File: src/rtl/send_pkg.sv
// rtl/send_pkg.sv - shared types and helpers for the pixel address sender
// Contents:
//   send_state_t  FSM state encoding (IDLE, RUN, DONE)
//   first_set_t   result of first_set: found flag plus bit index
//   first_set()   lowest set mask bit at or above a starting index
package send_pkg;

  // Widest channel mask the helper understands; callers zero-extend to this.
  localparam int MAX_CH = 16;

  typedef enum logic [1:0] {
    IDLE = 2'd0,
    RUN  = 2'd1,
    DONE = 2'd2
  } send_state_t;

  typedef struct packed {
    logic       found;
    logic [3:0] idx;
  } first_set_t;

  // Scan from the top down so the last hit written is the lowest qualifying bit.
  function automatic first_set_t first_set(input logic [MAX_CH-1:0] mask,
                                           input logic [4:0]        from);
    first_set_t r;
    r = '0;
    for (int i = MAX_CH - 1; i >= 0; i--) begin
      if (mask[i] && (i >= int'(from))) begin
        r.found = 1'b1;
        r.idx   = 4'(i);
      end
    end
    return r;
  endfunction

endpackage

File: src/rtl/send_addr_gen.sv
// rtl/send_addr_gen.sv - pixel index counter, up/down modulo address, last-pixel compare
// Ports:
//   clk, reset      clock, asynchronous active-low reset
//   load            capture start_addr/length/reverse and restart the walk
//   step            one beat transferred; advance (or rewind after the last pixel)
//   start_addr      first pixel address
//   length          pixels per channel
//   reverse         walk downwards when set
//   addr            current pixel address
//   at_last         current index is length-1
module send_addr_gen
  import send_pkg::*;
#(
  parameter int ADDR_W = 8
) (
  input  logic              clk,
  input  logic              reset,
  input  logic              load,
  input  logic              step,
  input  logic [ADDR_W-1:0] start_addr,
  input  logic [ADDR_W-1:0] length,
  input  logic              reverse,
  output logic [ADDR_W-1:0] addr,
  output logic              at_last
);

  logic [ADDR_W-1:0] start_q;
  logic [ADDR_W-1:0] len_q;
  logic              rev_q;
  logic [ADDR_W-1:0] idx_q;
  logic [ADDR_W-1:0] addr_q;

  // len_q is never 0 while beats are being stepped, so the wrap of len_q-1 is harmless.
  assign at_last = (idx_q == (len_q - ADDR_W'(1)));
  assign addr    = addr_q;

  always_ff @(posedge clk or negedge reset) begin
    if (!reset) begin
      start_q <= '0;
      len_q   <= '0;
      rev_q   <= 1'b0;
      idx_q   <= '0;
      addr_q  <= '0;
    end else if (load) begin
      start_q <= start_addr;
      len_q   <= length;
      rev_q   <= reverse;
      idx_q   <= '0;
      addr_q  <= start_addr;
    end else if (step) begin
      if (at_last) begin
        // Next channel starts the same window again.
        idx_q  <= '0;
        addr_q <= start_q;
      end else begin
        idx_q  <= idx_q + ADDR_W'(1);
        // Natural modulo-2^ADDR_W wrap in both directions.
        addr_q <= rev_q ? (addr_q - ADDR_W'(1)) : (addr_q + ADDR_W'(1));
      end
    end
  end

endmodule

File: src/rtl/send_seq.sv
// rtl/send_seq.sv - multi-channel pixel address sequencer with valid/ready output
// Ports:
//   clk, reset      clock, asynchronous active-low reset
//   start_addr      first pixel address (sampled on accepted trigger)
//   length          pixels per channel, 0 = empty frame
//   chan_mask       channel enable mask (sampled on accepted trigger)
//   reverse         walk addresses downwards (sampled on accepted trigger)
//   trigger         one-cycle start request, honoured only in IDLE
//   abort           synchronous cancel, beats trigger and transfer
//   addr, chan      current beat
//   valid, ready    beat handshake
//   last            final beat of the frame
//   busy            high in RUN and DONE
//   done            one-cycle completion pulse
module send_seq
  import send_pkg::*;
#(
  parameter int ADDR_W   = 8,
  parameter int CHANNELS = 4,
  localparam int CH_W    = (CHANNELS > 1) ? $clog2(CHANNELS) : 1
) (
  input  logic                clk,
  input  logic                reset,
  input  logic [ADDR_W-1:0]   start_addr,
  input  logic [ADDR_W-1:0]   length,
  input  logic [CHANNELS-1:0] chan_mask,
  input  logic                reverse,
  input  logic                trigger,
  input  logic                abort,
  output logic [ADDR_W-1:0]   addr,
  output logic [CH_W-1:0]     chan,
  output logic                valid,
  input  logic                ready,
  output logic                last,
  output logic                busy,
  output logic                done
);

  send_state_t       state;
  logic [CH_W-1:0]   chan_q;
  logic [MAX_CH-1:0] mask_q;
  logic              valid_q;
  logic              busy_q;
  logic              done_q;

  logic [MAX_CH-1:0] mask_in_ext;
  first_set_t        first_fs;
  first_set_t        next_fs;
  logic              load;
  logic              step;
  logic              at_last;

  always_comb begin
    mask_in_ext                 = '0;
    mask_in_ext[CHANNELS-1:0]   = chan_mask;
  end

  assign first_fs = first_set(mask_in_ext, 5'd0);
  // Next enabled channel above the current one; not found means this is the top channel.
  assign next_fs  = first_set(mask_q, 5'(chan_q) + 5'd1);

  assign load = (state == IDLE) && trigger && !abort;
  assign step = (state == RUN) && valid_q && ready && !abort;

  send_addr_gen #(
    .ADDR_W (ADDR_W)
  ) u_addr_gen (
    .clk        (clk),
    .reset      (reset),
    .load       (load),
    .step       (step),
    .start_addr (start_addr),
    .length     (length),
    .reverse    (reverse),
    .addr       (addr),
    .at_last    (at_last)
  );

  assign chan  = chan_q;
  assign valid = valid_q;
  assign busy  = busy_q;
  assign done  = done_q;
  // Derived only from registered state, so it is stable while ready is low.
  assign last  = valid_q && at_last && !next_fs.found;

  always_ff @(posedge clk or negedge reset) begin
    if (!reset) begin
      state   <= IDLE;
      chan_q  <= '0;
      mask_q  <= '0;
      valid_q <= 1'b0;
      busy_q  <= 1'b0;
      done_q  <= 1'b0;
    end else begin
      case (state)
        IDLE: begin
          done_q <= 1'b0;
          if (load) begin
            mask_q <= mask_in_ext;
            busy_q <= 1'b1;
            if ((length == '0) || !first_fs.found) begin
              state   <= DONE;
              valid_q <= 1'b0;
              done_q  <= 1'b1;
            end else begin
              state   <= RUN;
              valid_q <= 1'b1;
              chan_q  <= CH_W'(first_fs.idx);
            end
          end
        end

        RUN: begin
          if (abort) begin
            state   <= IDLE;
            valid_q <= 1'b0;
            busy_q  <= 1'b0;
            done_q  <= 1'b0;
          end else if (step && at_last) begin
            if (next_fs.found) begin
              chan_q <= CH_W'(next_fs.idx);
            end else begin
              state   <= DONE;
              valid_q <= 1'b0;
              done_q  <= 1'b1;
            end
          end
        end

        DONE: begin
          // Abort and normal exit both land in IDLE with everything low.
          state   <= IDLE;
          valid_q <= 1'b0;
          busy_q  <= 1'b0;
          done_q  <= 1'b0;
        end

        default: begin
          state   <= IDLE;
          valid_q <= 1'b0;
          busy_q  <= 1'b0;
          done_q  <= 1'b0;
        end
      endcase
    end
  end

endmodule

File: config.mk
export PLATFORM = sky130hd
export DESIGN_NAME = send_seq
export DESIGN_NICKNAME = d
export VERILOG_FILES = /design/src/rtl/send_pkg.sv /design/src/rtl/send_addr_gen.sv /design/src/rtl/send_seq.sv
export SDC_FILE = /design/constraint.sdc
export NUM_CORES = 1
export LEC_CHECK = 0
export CAP_MARGIN = 30
export CORE_MARGIN = 2
export CORE_UTILIZATION = 60
export DETAILED_ROUTE_END_ITERATION = 16
export DONT_BUFFER_PORTS = 1
export PLACE_DENSITY = 0.86
export SYNTH_ARGS = -nofsm -noshare
export SYNTH_HDL_FRONTEND = slang
export SYNTH_HIERARCHICAL = 1
export SYNTH_SLANG_ARGS = --single-unit
File: constraint.sdc
create_clock -name clk -period 7.3 [get_ports clk]
set_input_delay 0.73 -clock clk [delete_from_list [all_inputs] [get_ports clk]]
set_output_delay 0.73 -clock clk [all_outputs]
set_load 0.01 [all_outputs]
; ---- After elaboration in Yosys (flattened, before gate mapping)
; Cells that the tools add are included.
[word_totals]
regBits = 44
output_inout_bits = 14
wordCells = 97
[op_classes]
addsub = 5
order_cmp = 4
eq_ne = 10
muxes = 42
reduce_logical = 25
[op_table]
columns = op, count
row1 = $mux 8, 7
row2 = $mux 5, 8
row3 = $mux 2, 10
row4 = $add 8x1->8 const B, 2
row5 = $sub 8x1->8 const B, 2
row6 = $logic_and 1x1->1, 12
row7 = $mux 1, 12
row8 = $ne 2x2->1 const B, 5
row9 = $eq 8x8->1, 1
row10 = $logic_not 8->1, 1
row11 = $pmux 2 s2, 2
row12 = $ge 1x3->1 const A, 2
row13 = $ge 2x3->1 const A, 2
row14 = $pmux 1 s2, 3
row15 = $reduce_and 2->1, 3
row16 = $reduce_and 6->1, 1
row17 = $reduce_bool 2->1, 2
row18 = $add 2x1->3 const B, 1
row19 = $logic_not 1->1, 3
row20 = $ne 3x2->1 const B, 1
row21 = $ne 3x3->1 const B, 1
row22 = $reduce_and 3->1, 1
row23 = $eq 2x1->1 const B, 1
row24 = $logic_not 2->1, 1
row25 = 2 further kinds, 2

; ---- Logic depth before layout (Yosys ltp)
; Gate-level depths: netlist of the first run.
[depth]
word_depth = 11
depth_mapped = 11

; ---- Cells and area by module
; Netlist of the first run, hierarchy kept.
[modules_own_cells]
columns = module, instances, cells_per_inst, area_each_um2, seq_area_each_um2
row1 = send_addr_gen, 1, 202, 2000.7, 825.8
row2 = send_seq, 1, 61, 594.3, 250.2

; ---- Worst setup path before layout of the first run
; Ideal clock, no wire load.
[synth_timing]
kind = reg2out
start = register u_addr_gen.len_q[0]
end = output last
t_arrival_ns = 2.350
required_time_ns = 6.570
slack_ns = 4.220
stages_incl_launch_ff = 9
n_path_buf = 1
cell_sequence = dfrtp_1 or4_4 or4b_1 a21oi_1 a311oi_1 a2111oi_2 buf_4 nand2_1 nor2_1
[synth_between]
elab_chain_cells = 4
[synth_rtl]
columns = element, line
row1 = start: declaration, send_addr_gen.sv:28  ; logic [ADDR_W-1:0] len_q;
row2 = start signal: assignment, send_addr_gen.sv:46  ; len_q <= length;
row3 = $sub 8x1->8, send_addr_gen.sv:34  ; assign at_last = (idx_q == (len_q - ADDR_W'(1)));
row4 = $eq 8x8->1, send_addr_gen.sv:34
row5 = net at_last, send_seq.sv:51  ; logic at_last;
row6 = $logic_and 1x1->1 (2 in a row), send_seq.sv:84  ; assign last = valid_q && at_last && !next_fs.found;
row7 = end: declaration, send_seq.sv:34  ; output logic last,
; The timed path passes the listed nets, and every way through them passes these cells.

; ---- Final worst setup path of the first run
; Ends and elaborated chain as after synthesis.

==> metrics.txt, run 1 <==
status=finished clean; post-route ant nets=0; max-slew violations=0; Cell Chain, Critical Path=inv_1 > ha_1 > nor3b_1 > nand2_1 > o211ai_1 > o21ai_0 > a2111oi_4 > buf_4 > nand2_1 > nor2_1; number of max-cap violations=0; TritonCTS clock tree=yes; critical path required time=between 6 and 7 ns; clk root buf=clkbuf_8; Synthesis Warnings=6; Worst Setup Path Type=reg -> out; die area=4870 µm²; crit share post-route=50.5%; # IOs=40; Worst EP arrival=a little under 3 ns; Num CTS Buffers=5; top_reg_cell synth=dfrtp_1; I/O Buffers=0; synthesized area=around 2600 µm²; pwr dens=about 300 nW/µm²; Site Rows=23; Yosys reg bits=43; Routed WL=roughly 5400 µm; internal power=a little over 0.5 mW; Remaining DRCs=0; initial antenna violation count=0; most frequent cells in the layout=43 x dfrtp_1, 15 x nor2_1, 15 x mux2_2; Post-CTS Setup Inserts=0; endpoints failing hold=0; Total GRT Usage=between 20% and 30%; Max Clock Freq=0.271 GHz; pin count of the biggest net entering global routing=between 50 and 60; Mapped Avg Cell Area=a little under 10 µm²; Clock Path Buffers=2; EDFF count, synth=0; max_slew headroom=between 60% and 70%; CTS Hold Bufs=0; Gate power share=a little over a third; CP max-delay cell=nor3b_1; Yosys cell types=53; Final min period=approximately 3.7 ns; layout cell share with drive strength beyond 1=between 10 and 15%; routability congestion estimate=roughly 0.73; core area=about 4100 µm²; Clock Power Share=18.5%; drt pass-1 iters=4; drt via density=around 6.4; Critical Path Start Type=register; Die Wd=between 60 and 70 µm; wire per inst=approximately 17 µm; Via Count=~2,000; number of fill cells=approximately 310; Post-CTS Resized=0; fin nets=~300; register area share after synthesis=between 40% and 50%; Synth async-reset ratio=between 90% and 100%; clk_lat worst skew=about 0.30 ns; sequential group share of total power=45.9%; global-route wire length before repair=around 9300 µm; clock slew at reported path FFs=roughly 0.080 ns; Setup Viol. Count Final=0; starting DRC count in detailed routing=between 100 and 150; Peak VDD IR=around 0.19 mV; CP max stage delay=just over 0.5 ns; vias in the first global route=a little over 2,000; CP max FO=22; crit end category=primary output; Cells after Synth=approximately 260; Worst-Margin Slew=between 0.5 and 0.6 ns; Total Power=about 0.82 mW; Leak=approximately 1.1 nW; RSZ-0062 raised after global routing=false; sum of negative setup slack=0 ns; antenna cell count=0; Syn Nets=298; Max H-tree Level=2; P_sw=around 0.31 mW; starting density of the core=63.5%; Sw Share=between 30% and 40%; clk_skew=0.00758 ns; P&R area growth vs syn=4.68%; DIE HEIGHT=between 60 and 70 µm; grt total ovfl=0; Worst path most repeated cell=nand2_1; commonest non-fill, non-tap cell in the layout=dfrtp_1; WHS=between 0.1 and 0.15 ns; CTS sink count=43; hpwl dp=approximately 3800 µm; min-delay worst type=in -> async
[synthesized netlist by cell type (2+ instances only)]
library cell | instances | share of area (%)
o21bai_1 | 2 | 0.58
o31ai_1 | 2 | 0.58
nor3_1 | 4 | 0.77
a21o_1 | 3 | 0.87
clkbuf_1 | 9 | 1.3
nor3b_1 | 2 | 0.58
nand2_1 | 13 | 1.9
dfrtp_1 | 43 | 41
and3_1 | 7 | 1.7
nand2b_1 | 10 | 2.4
xnor2_1 | 10 | 3.4
o221ai_1 | 2 | 0.68
nand3_1 | 8 | 1.5
inv_1 | 13 | 1.9
o22ai_1 | 2 | 0.48
nand4_1 | 2 | 0.48
a21oi_1 | 13 | 2.5
nor4_1 | 6 | 1.4
ha_1 | 8 | 3.9
o211ai_1 | 3 | 0.87
and2_1 | 2 | 0.48
mux2i_1 | 6 | 2.3
xor2_1 | 7 | 2.4
a22oi_1 | 6 | 1.7
nor2b_2 | 2 | 0.68
nor2_1 | 15 | 2.2
mux2_2 | 15 | 6.5
o21ai_0 | 12 | 2.3
nand4b_1 | 3 | 1.0
o21ai_1 | 6 | 1.2
or3_1 | 2 | 0.48
a31oi_1 | 3 | 0.72
nor2b_1 | 2 | 0.48
[critical path, delay by kind of cell (launching register included)]
kind / cells / cell delay (ns)
compound gates: 3 / 0.69
fa+ha+maj: 1 / 0.20
buf+inv: 2 / 0.40
flops: 1 / 0.42
simple gates: 4 / 0.92
[through the flow]
step	instances	util (%)	cell area [µm²]	setup slack (ns)
after floorplan	263	-	2590	4.22
after global placement	304	64.4	2630	4.10
after detailed placement	304	64.4	2630	4.00
after CTS	312	66.5	2720	3.61
after global routing	312	66.5	2720	3.37
final	312	66.5	2720	3.61
[final cells by class]
cell class	count	area (µm²)	area share [%]
clock buffer	5	68.8	2.53
clock inverter	3	15.0	0.553
inverter	13	48.8	1.80
multi-input combinational	196	1430	52.6
sequential	43	1080	39.6
tap	50	62.6	2.30
timing repair buffer	2	15.0	0.553
[final timing paths]
kind	depth (start not counted)	slack [ns]	start	to
worst max-delay path	10	3.61	u_addr_gen/len_q[0]	last
worst min-delay path	0	0.11	reset	u_addr_gen/idx_q[7]
worst max register to register	11	4.16	u_addr_gen/len_q[0]	state[0]
worst min register to register	1	0.51	u_addr_gen/start_q[7]	u_addr_gen/start_q[7]
max in group asynchronous	0	7.09	reset	u_addr_gen/addr[6]
min in group clk	1	0.51	u_addr_gen/start_q[7]	u_addr_gen/start_q[7]
[metal layers]
layer / part of all wire [%] / global-route usage, % / vias to the layer above
met4: 1.7 / 8.76 / 0
met2: 51 / 39.2 / 45
met1: 42 / 29.7 / 984
met3: 4.8 / 6.40 / 8
li1: - / - / 946
met5: 0 / 0 / -
[logic make-up (layout without fill, tap and decap cells)]
kind of cell	Yosys count	after routing	synth area share (%)
AO/OA/AOI/OAI	60	60	15.0
XOR/XNOR	17	17	5.74
flip-flops	43	43	41.5
adder cells (fa/ha/maj)	9	9	4.63
multiplexers	22	22	9.40
AND/OR/NAND/NOR	88	88	19.8
buffers and inverters	24	23	3.91
[flip-flops by register name (all words and copies together), names as in the netlist]
name and cells:
u_addr_gen/start_q 8, u_addr_gen/rev_q 1, busy 1, u_addr_gen/addr 8
valid 1, u_addr_gen/len_q 8, u_addr_gen/idx_q 8, state 2
done 1, mask_q 3, chan 2
[power by group through the flow]
stage | clock, mW | sequential (mW) | combinational, mW
after floorplan | 0 | 0.357 | 0.243
after global placement | 0 | 0.375 | 0.268
after detailed placement | 0 | 0.379 | 0.288
after CTS | 0.152 | 0.374 | 0.290
after global routing | 0.164 | 0.383 | 0.326
final | 0.151 | 0.375 | 0.292
Power figures use the tool's default switching activity.
==> inputs of run 2 (changes only) <==
- clock period: 7.3 -> 3.7 ns (I/O delays scaled with it)
==> run 2 against run 1 <==
Non-clock buffer count up 3. First-iteration DRC count up 14%. Combinational power up 95%. Cell area up 0.97%. Worst setup slack worse by 2.9 ns. Global-route usage down 0.61 points. Power up 95%. Critical path type unchanged. Highest routed layer unchanged.
==> metrics.txt, run 2 (synthesis results as in run 1) <==
endpoints failing hold=0 (unchanged); layout cell share with drive strength beyond 1=13.3% (was 13.7%); P&R area growth vs syn=5.69% (was 4.68%); Worst EP arrival=2.66 ns (was 2.96 ns); Post-CTS Setup Inserts=0 (unchanged); # IOs=40 (unchanged); Sw Share=37.4% (was 38.1%); pin count of the biggest net entering global routing=44 (was 51); hpwl dp=3680 µm (was 3770 µm); reg-to-reg slack, setup=0.86 ns (was 4.16 ns); clk_lat worst skew=0.30 ns (about the same); number of fill cells=325 (was 313); max-slew violations=0 (unchanged); die area=4870 µm² (unchanged); Leak=1.15 nW (was 1.14 nW); DP Cell Count=305 (was 304); sum of negative setup slack=0 ns (unchanged); Final min period=roughly 3.0 ns; pwr dens=580 nW/µm² (was 301 nW/µm²); Site Rows=23 (unchanged); clock slew at reported path FFs=0.08 ns (about the same); Gate power share=35.8% (was 35.7%); Via Count=1,973 (was 1,983); crit share post-route=between 80% and 90%; Setup WS post-layout=0.671 ns (was 3.61 ns); drt via density=6.30 (was 6.36); initial antenna violation count=0 (unchanged); grt total ovfl=0 (unchanged); max_slew headroom=56.7% (was 61.2%); critical path required time=3.33 ns (was 6.57 ns); Routed WL=5300 µm (was 5420 µm); crit end category=primary output (unchanged); routability congestion estimate=0.786 (was 0.734); sequential group share of total power=46.7% (was 45.9%); starting DRC count in detailed routing=151 (was 133); status=finished clean (unchanged); internal power=0.996 mW (was 0.505 mW); Num CTS Buffers=5 (unchanged); DIE HEIGHT=69.8 µm (unchanged); Peak VDD IR=0.364 mV (was 0.191 mV); Total GRT Usage=23.1% (was 23.7%); Finished Layout Cells=313 (was 312); most frequent cells in the layout=43 x dfrtp_1, 15 x nor2_1, 15 x mux2_2 (unchanged); P_sw=0.596 mW (was 0.312 mW); wire per inst=16.9 µm (was 17.4 µm); core area=4090 µm² (unchanged); vias in the first global route=2,033 (was 2,032); CP max FO=4 (was 22); Die Wd=69.8 µm (unchanged); Worst Setup Path Type=reg -> out (unchanged); Remaining DRCs=0 (unchanged); Critical Path Start Type=register (unchanged); Clock Power Share=17.5% (was 18.5%); clk root buf=clkbuf_8 (unchanged); Setup Viol. Count Final=0 (unchanged); fin nets=299 (was 296); Setup WS pre-CTS=0.886 ns (was 4.00 ns); RSZ-0062 raised after global routing=false (unchanged); CTS sink count=43 (unchanged); drt pass-1 iters=4 (unchanged); global-route wire length before repair=9080 µm (was 9260 µm); I/O Buffers=0 (unchanged); WHS=0.195 ns (was 0.112 ns); Clock Path Buffers=2 (unchanged); commonest non-fill, non-tap cell in the layout=dfrtp_1 (unchanged); antenna cell count=0 (unchanged); clk_skew=0.00780 ns (was 0.00758 ns); post-route ant nets=0 (unchanged); Max Clock Freq=between 0.3 and 0.4 GHz; Max H-tree Level=2 (unchanged); number of max-cap violations=0 (unchanged); min-delay worst type=in -> reg (was in -> async); starting density of the core=63.5% (unchanged); TritonCTS clock tree=yes (unchanged); final core utilization=67.1% (was 66.5%); Worst-Margin Slew=0.648 ns (was 0.580 ns)
-- run 2: worst max-delay path: stages (launching register included) --
cell and delay [ns]:
dfrtp_1 0.43, inv_1 0.10, ha_1 0.18, nor3b_1 0.46, nand2_1 0.10, o211ai_1 0.15, o21ai_0 0.16, a2111oi_4 0.46
nand2_1 0.09, nor2_1 0.22
-- run 2: repair_timing --
item / CTS / global route
endpoints found under the hold margin: 43 / 0
gates resized for setup: 0 / 0
hold buffers: 2 / 0
-- run 2: per-stage QoR --
step | cell area [µm²] | total power [mW]
after global routing | 2740 | 1.70
after global placement | 2640 | 1.27
after CTS | 2740 | 1.59
final | 2740 | 1.59
after floorplan | 2590 | 1.18
after detailed placement | 2640 | 1.30
-- run 2: path summary, 6_finish.rpt --
check                                   endpoint                   from  depth (start not counted)
setup reg to reg                         chan[0]    u_addr_gen/len_q[0]                         10
max in group asynchronous  u_addr_gen/start_q[2]                  reset                          2
hold reg to reg            u_addr_gen/start_q[5]  u_addr_gen/start_q[5]                          1
setup / recovery                            last    u_addr_gen/len_q[0]                          9
hold / removal                  u_addr_gen/rev_q                reverse                          2
min in group asynchronous    u_addr_gen/idx_q[5]                  reset                          2
-- run 2: power by group through the flow --
stage / clock [mW] / sequential [mW] / combinational (mW)
finish: 0.278 / 0.743 / 0.570
CTS: 0.279 / 0.741 / 0.571
global placement: 0 / 0.739 / 0.531
global route: 0.298 / 0.761 / 0.642
floorplan: 0 / 0.704 / 0.480
detailed placement: 0 / 0.749 / 0.551
-- run 2: cell type report --
| cell class | count | area (µm²) | area share [%] |
|---|---|---|---|
| clock buffer | 6 | 72.6 | 2.65 |
| inverter | 13 | 48.8 | 1.78 |
| multi-input combinational | 196 | 1430 | 52.1 |
| sequential | 43 | 1080 | 39.2 |
| tap | 50 | 62.6 | 2.28 |
| timing repair buffer | 5 | 52.6 | 1.92 |
-- run 2: routing by layer --
layer | track usage, % | vias to the layer above | part of all wire, %
li1 | - | 956 | -
met1 | 27.9 | 966 | 43
met2 | 39.4 | 42 | 49
met3 | 6.40 | 9 | 5.3
met4 | 8.12 | 0 | 2.1
met5 | 0 | - | 0
